`config.mk`:
```
export PLATFORM = sky130hd
export DESIGN_NAME = if_fetch_queue
export DESIGN_NICKNAME = d
export VERILOG_FILES = /design/src/rtl/if_fetch_queue.sv
export SDC_FILE = /design/constraint.sdc
export NUM_CORES = 1
export LEC_CHECK = 0
export BUFFER_PORTS_ARGS = -buffer_cell sky130_fd_sc_hd__buf_2
export CAP_MARGIN = 20
export CORE_MARGIN = 5
export CORE_UTILIZATION = 60
export CTS_BUF_LIST = sky130_fd_sc_hd__clkbuf_4 sky130_fd_sc_hd__clkbuf_8
export DETAILED_ROUTE_END_ITERATION = 12
export GPL_TIMING_DRIVEN = 0
export PLACE_DENSITY_LB_ADDON = 0.15
export SETUP_SLACK_MARGIN = 0.5
export SYNTH_ARGS = -nofsm -noshare
export SYNTH_HDL_FRONTEND = slang
export SYNTH_SLANG_ARGS = --single-unit
```
`constraint.sdc`:
```
create_clock -name clk -period 4.25 [get_ports clk]
set_input_delay 0.85 -clock clk [delete_from_list [all_inputs] [get_ports clk]]
set_output_delay 0.85 -clock clk [all_outputs]
set_load 0.03 [all_outputs]
```
`src/rtl/if_fetch_queue.sv`:
```
// Instruction-fetch stage: pipelined requests to instruction memory with a
// DEPTH-entry PC-tagged queue toward decode; redirect flushes and drops in-flight replies.
module if_fetch_queue #(
    parameter logic [31:0] RESET_PC = 32'h0000_0000,
    parameter int          DEPTH    = 4
) (
    input  logic        clk,
    input  logic        reset,
    input  logic        redirect_valid,
    input  logic [31:0] redirect_pc,
    output logic        imem_req,
    output logic [31:0] imem_addr,
    input  logic        imem_gnt,
    input  logic        imem_rvalid,
    input  logic [31:0] imem_rdata,
    output logic        id_valid,
    output logic [31:0] id_pc,
    output logic [31:0] id_instr,
    input  logic        id_ready,
    output logic        resp_err
);
    localparam int AW = (DEPTH > 1) ? $clog2(DEPTH) : 1;
    localparam int CW = AW + 1;

    typedef logic [AW-1:0] ptr_t;
    typedef logic [CW-1:0] cnt_t;

    typedef struct packed {
        logic [31:0] pc;
        logic [31:0] instr;
        logic        filled;
    } entry_t;

    entry_t      ring_q [DEPTH];
    entry_t      ring_d [DEPTH];
    logic [31:0] fetch_pc_q, fetch_pc_d;
    ptr_t        alloc_q, alloc_d;
    ptr_t        fill_q, fill_d;
    ptr_t        read_q, read_d;
    cnt_t        used_q, used_d;
    cnt_t        pend_q, pend_d;
    cnt_t        drop_q, drop_d;
    logic        resp_err_q, resp_err_d;

    logic [CW:0] occupancy;
    logic        grant;
    logic        deq;
    logic        resp_expected;
    logic        fill_en;
    logic        unused_pc_lsbs;

    // Requests count against both live entries and replies still owed to a flushed stream.
    assign occupancy      = {1'b0, used_q} + {1'b0, drop_q};
    assign imem_req       = reset && !redirect_valid && (occupancy < (CW+1)'(DEPTH));
    assign imem_addr      = fetch_pc_q;
    assign id_valid       = !redirect_valid && (used_q != '0) && ring_q[read_q].filled;
    assign id_pc          = ring_q[read_q].pc;
    assign id_instr       = ring_q[read_q].instr;
    assign resp_err       = resp_err_q;
    assign grant          = imem_req && imem_gnt;
    assign deq            = id_valid && id_ready;
    assign resp_expected  = (drop_q != '0) || (pend_q != '0);
    assign fill_en        = imem_rvalid && !redirect_valid && (drop_q == '0) && (pend_q != '0);
    assign unused_pc_lsbs = ^redirect_pc[1:0];

    // NOTE: every next-state signal gets its hold value first so no path leaves it unassigned (no latch).
    always_comb begin
        ring_d     = ring_q;
        fetch_pc_d = fetch_pc_q;
        alloc_d    = alloc_q;
        fill_d     = fill_q;
        read_d     = read_q;
        used_d     = used_q;
        pend_d     = pend_q;
        drop_d     = drop_q;
        resp_err_d = resp_err_q || (imem_rvalid && !resp_expected);

        if (redirect_valid) begin
            fetch_pc_d = {redirect_pc[31:2], 2'b00};
            alloc_d    = '0;
            fill_d     = '0;
            read_d     = '0;
            used_d     = '0;
            pend_d     = '0;
            // Replies owed to the flushed entries become drops; one arriving now is consumed here.
            drop_d     = drop_q + pend_q - cnt_t'(imem_rvalid && resp_expected);
            for (int i = 0; i < DEPTH; i++) ring_d[i].filled = 1'b0;
        end else begin
            if (grant) begin
                ring_d[alloc_q].pc     = fetch_pc_q;
                ring_d[alloc_q].filled = 1'b0;
                alloc_d                = alloc_q + ptr_t'(1);
                fetch_pc_d             = fetch_pc_q + 32'd4;
            end
            if (imem_rvalid && (drop_q != '0)) drop_d = drop_q - cnt_t'(1);
            if (fill_en) begin
                ring_d[fill_q].instr  = imem_rdata;
                ring_d[fill_q].filled = 1'b1;
                fill_d                = fill_q + ptr_t'(1);
            end
            if (deq) begin
                ring_d[read_q].filled = 1'b0;
                read_d                = read_q + ptr_t'(1);
            end
            used_d = used_q + cnt_t'(grant) - cnt_t'(deq);
            pend_d = pend_q + cnt_t'(grant) - cnt_t'(fill_en);
        end
    end

    // NOTE: state updates use non-blocking assignments so all registers sample the same pre-edge values.
    always_ff @(posedge clk or negedge reset) begin
        if (!reset) begin
            // NOTE: the ring is reset (not left as plain RAM) because id_pc/id_instr must read zero under reset.
            for (int i = 0; i < DEPTH; i++) ring_q[i] <= '0;
            fetch_pc_q <= RESET_PC;
            alloc_q    <= '0;
            fill_q     <= '0;
            read_q     <= '0;
            used_q     <= '0;
            pend_q     <= '0;
            drop_q     <= '0;
            resp_err_q <= 1'b0;
        end else begin
            ring_q     <= ring_d;
            fetch_pc_q <= fetch_pc_d;
            alloc_q    <= alloc_d;
            fill_q     <= fill_d;
            read_q     <= read_d;
            used_q     <= used_d;
            pend_q     <= pend_d;
            drop_q     <= drop_d;
            resp_err_q <= resp_err_d;
        end
    end
endmodule

```
==> results.ini <==
[status]
status=complete, no violations

[placement]
dp_hpwl_um=21100
place.gp.congestion=0.846
dpl_worst_slack_ps=-388
dpl_cell_area_um2=15000
io_buffers=161

[critical_path]
endpoint_kind=output pin
cp-start-kind=register
required_ps=3400
path_class=register to output pin
path_max_fanout=10
worstPathArrival_ps=2620

[layout]
area_growth_pct=17.5
multi_input_area_um2=5890
layout-drive-gt1-share_pct=49.7
fin_area_um2=16100
nFillCells=1608
regArea_um2=7460
fin_util_pct=71.4
fin_nets=1275
diodes=0

[route]
vias=8860
drtPass1Iterations=7
drc=0
drtIter0Drc=524
via_per_inst=5.90
routed_wl_um=31400
ant_nets=0
routedWlPerCell_um=20.9

[clock_tree]
root_buffer=clkbuf_8
cts_buffers=50
cts_buffer_depth=3
clock_latency_ps=570
htree_levels=2
clock_sinks=298
cts.hold.buffers_added=0
clk_pin_slew_ps=60
cts_tree=built

[yosys]
postSynthCellCount=958
synth-edff-count=0
yosysSeqAreaShare_pct=54.3
synth_area_leaders=dfrtp_1, mux2_2, mux4_2
yosys-top-cells-count=dfrtp_1, mux2_2, mux4_2, nand2_1, o21ai_0
synthArstFlopShare_pct=100
avgSynthCellArea_um2=14.3
yosysMostFrequentCell=dfrtp_1
synth_area_um2=13700
post_synth_num_cell_types=45
synth_top_area_share_pct=54.3
yosys_warnings=0
ys_ff_latch=298
synth_flop_cell=dfrtp_1
synth.largest_area_cell=dfrtp_1

[run]
cap_violations=0

[timing]
rsz0062_at_grt=no
worst_slack_ps=777
setup_violations=0
tightestPinTransition_ps=939
tns_ps=0
hold-worst-slack_ps=208
period_needed_ps=3470
fmax_ghz=0.288
slew_headroom_pct=37.2
period_share_pct=81.7
clock_skew_ps=21.7
slew_violations=0
hold_violations=0

[min_path]
min-delay-path-class=primary input to async pin

[grt]
grt.total_usage_pct=24.9
antenna_found_initial=2
grt_pass1_vias=9552
grt_pass1_wl_um=51500
grt_max_degree=119
overflow=0

[floorplan]
coreArea_um2=22600
start_util_pct=60.8
die_w_um=161
rows=55
pin_count=169
die-area_um2=26000
fp.dieH_um=161

[power]
p_leak_nw=7.97
p_per_area_nw_per_um2=504
vdd_drop_max_v=0.000362

-- per-layer routing --
metal  up-vias  routed length (um)  GRT usage [%]  share of wire (%)
li1       3972                   -              -                  -
met1      4499               12700           32.9                 40
met2       316               15500           41.3                 49
met3        69                2360           6.23                7.5
met4         4                 849           8.03                2.7
met5         -                  24              0              0.076
-- where the power goes --
part | internal [mW] | leakage, nW | switching [mW]
clock | 1.64 | 0.600 | 1.12
sequential | 3.24 | 4.01 | 0.247
combinational | 0.790 | 3.36 | 1.07
total | 5.68 | 7.97 | 2.44
-- path summary, 6_finish.rpt --
| path | startpoint | slack [ps] | depth (start not counted) | endpoint |
|---|---|---|---|---|
| max in group asynchronous | reset | 3210 | 2 | ring_q[224]$_DFFE_PN0P_ |
| worst max-delay path | read_q[0]$_DFFE_PN0P_ | 780 | 4 | id_pc[6] |
| worst min-delay path | reset | 210 | 1 | ring_q[207]$_DFFE_PN0P_ |
| min in group clk | resp_err$_DFF_PN0_ | 460 | 1 | resp_err$_DFF_PN0_ |
| worst max register to register | used_q[2]$_DFF_PN0_ | 1290 | 12 | used_q[2]$_DFF_PN0_ |
| worst min register to register | resp_err$_DFF_PN0_ | 460 | 1 | resp_err$_DFF_PN0_ |
-- timing repair --
action,4_1_cts,5_1_grt
setup buffers,1,0
gates cloned,0,1
endpoints found under the setup margin,62,4
pin swaps,1,0
gates resized for setup,1,1
-- worst max-delay path, cell delays in order, from the launching register on --
cell and delay, ps:
dfrtp_1 420, buf_2 360, buf_2 470, mux4_2 600
buf_2 200
-- registers in the layout (all words and copies together), names as in the netlist --
name and cells:
ring_q 252, imem_addr 30, drop_q 3, pend_q 3
used_q 3, alloc_q 2, fill_q 2, read_q 2
resp_err 1
-- cell families (layout without fill, tap and decap cells) --
kind of cell / count (synthesis) / after routing / synth area share (%)
other: 1 / 4 / 0.0273
AOI/OAI and AO/OA: 77 / 77 / 3.63
buffers and inverters: 86 / 341 / 2.82
muxes: 302 / 302 / 29.9
DFF: 298 / 298 / 54.3
xor gates and xnor gates: 16 / 16 / 1.02
adders and majority gates: 27 / 27 / 2.63
and+or+nand+nor: 151 / 151 / 5.62
-- cell type report --
| cell class | count | share of cell area [%] |
|---|---|---|
| flip-flops and latches | 298 | 46.2 |
| multi-input cells | 577 | 36.5 |
| clock buffers | 86 | 6.68 |
| repair buffers | 165 | 5.63 |
| well taps | 285 | 2.21 |
| plain buffers | 66 | 1.94 |
| inverters | 20 | 0.466 |
| clock inverters | 4 | 0.279 |
-- stage by stage --
step / power (mW) / instances
2_1_floorplan: 4.81 / 961
3_3_place_gp: 5.34 / 1407
3_5_place_dp: 5.40 / 1409
4_1_cts: 8.19 / 1500
5_1_grt: 8.51 / 1501
6_report: 8.12 / 1501
-- placed cells by master, fill, tap and decap left out, types with 5 or more instances in the layout --
cell and count:
xor2_1 6, clkbuf_1 20, buf_2 195, buf_4 6, o211ai_1 6, a221o_1 6
and3_1 6, o21ai_0 35, nand2_1 57, xnor2_1 10, a21oi_1 7, nor3_1 8
o311ai_0 5, nor2_1 21, clkbuf_4 17, ha_1 24, nand4_1 15, nand3_1 13
nor2b_1 6, inv_1 20, mux4_2 63, mux2_2 237, dfrtp_1 298, clkbuf_8 69
Power figures use the tool's default switching activity.
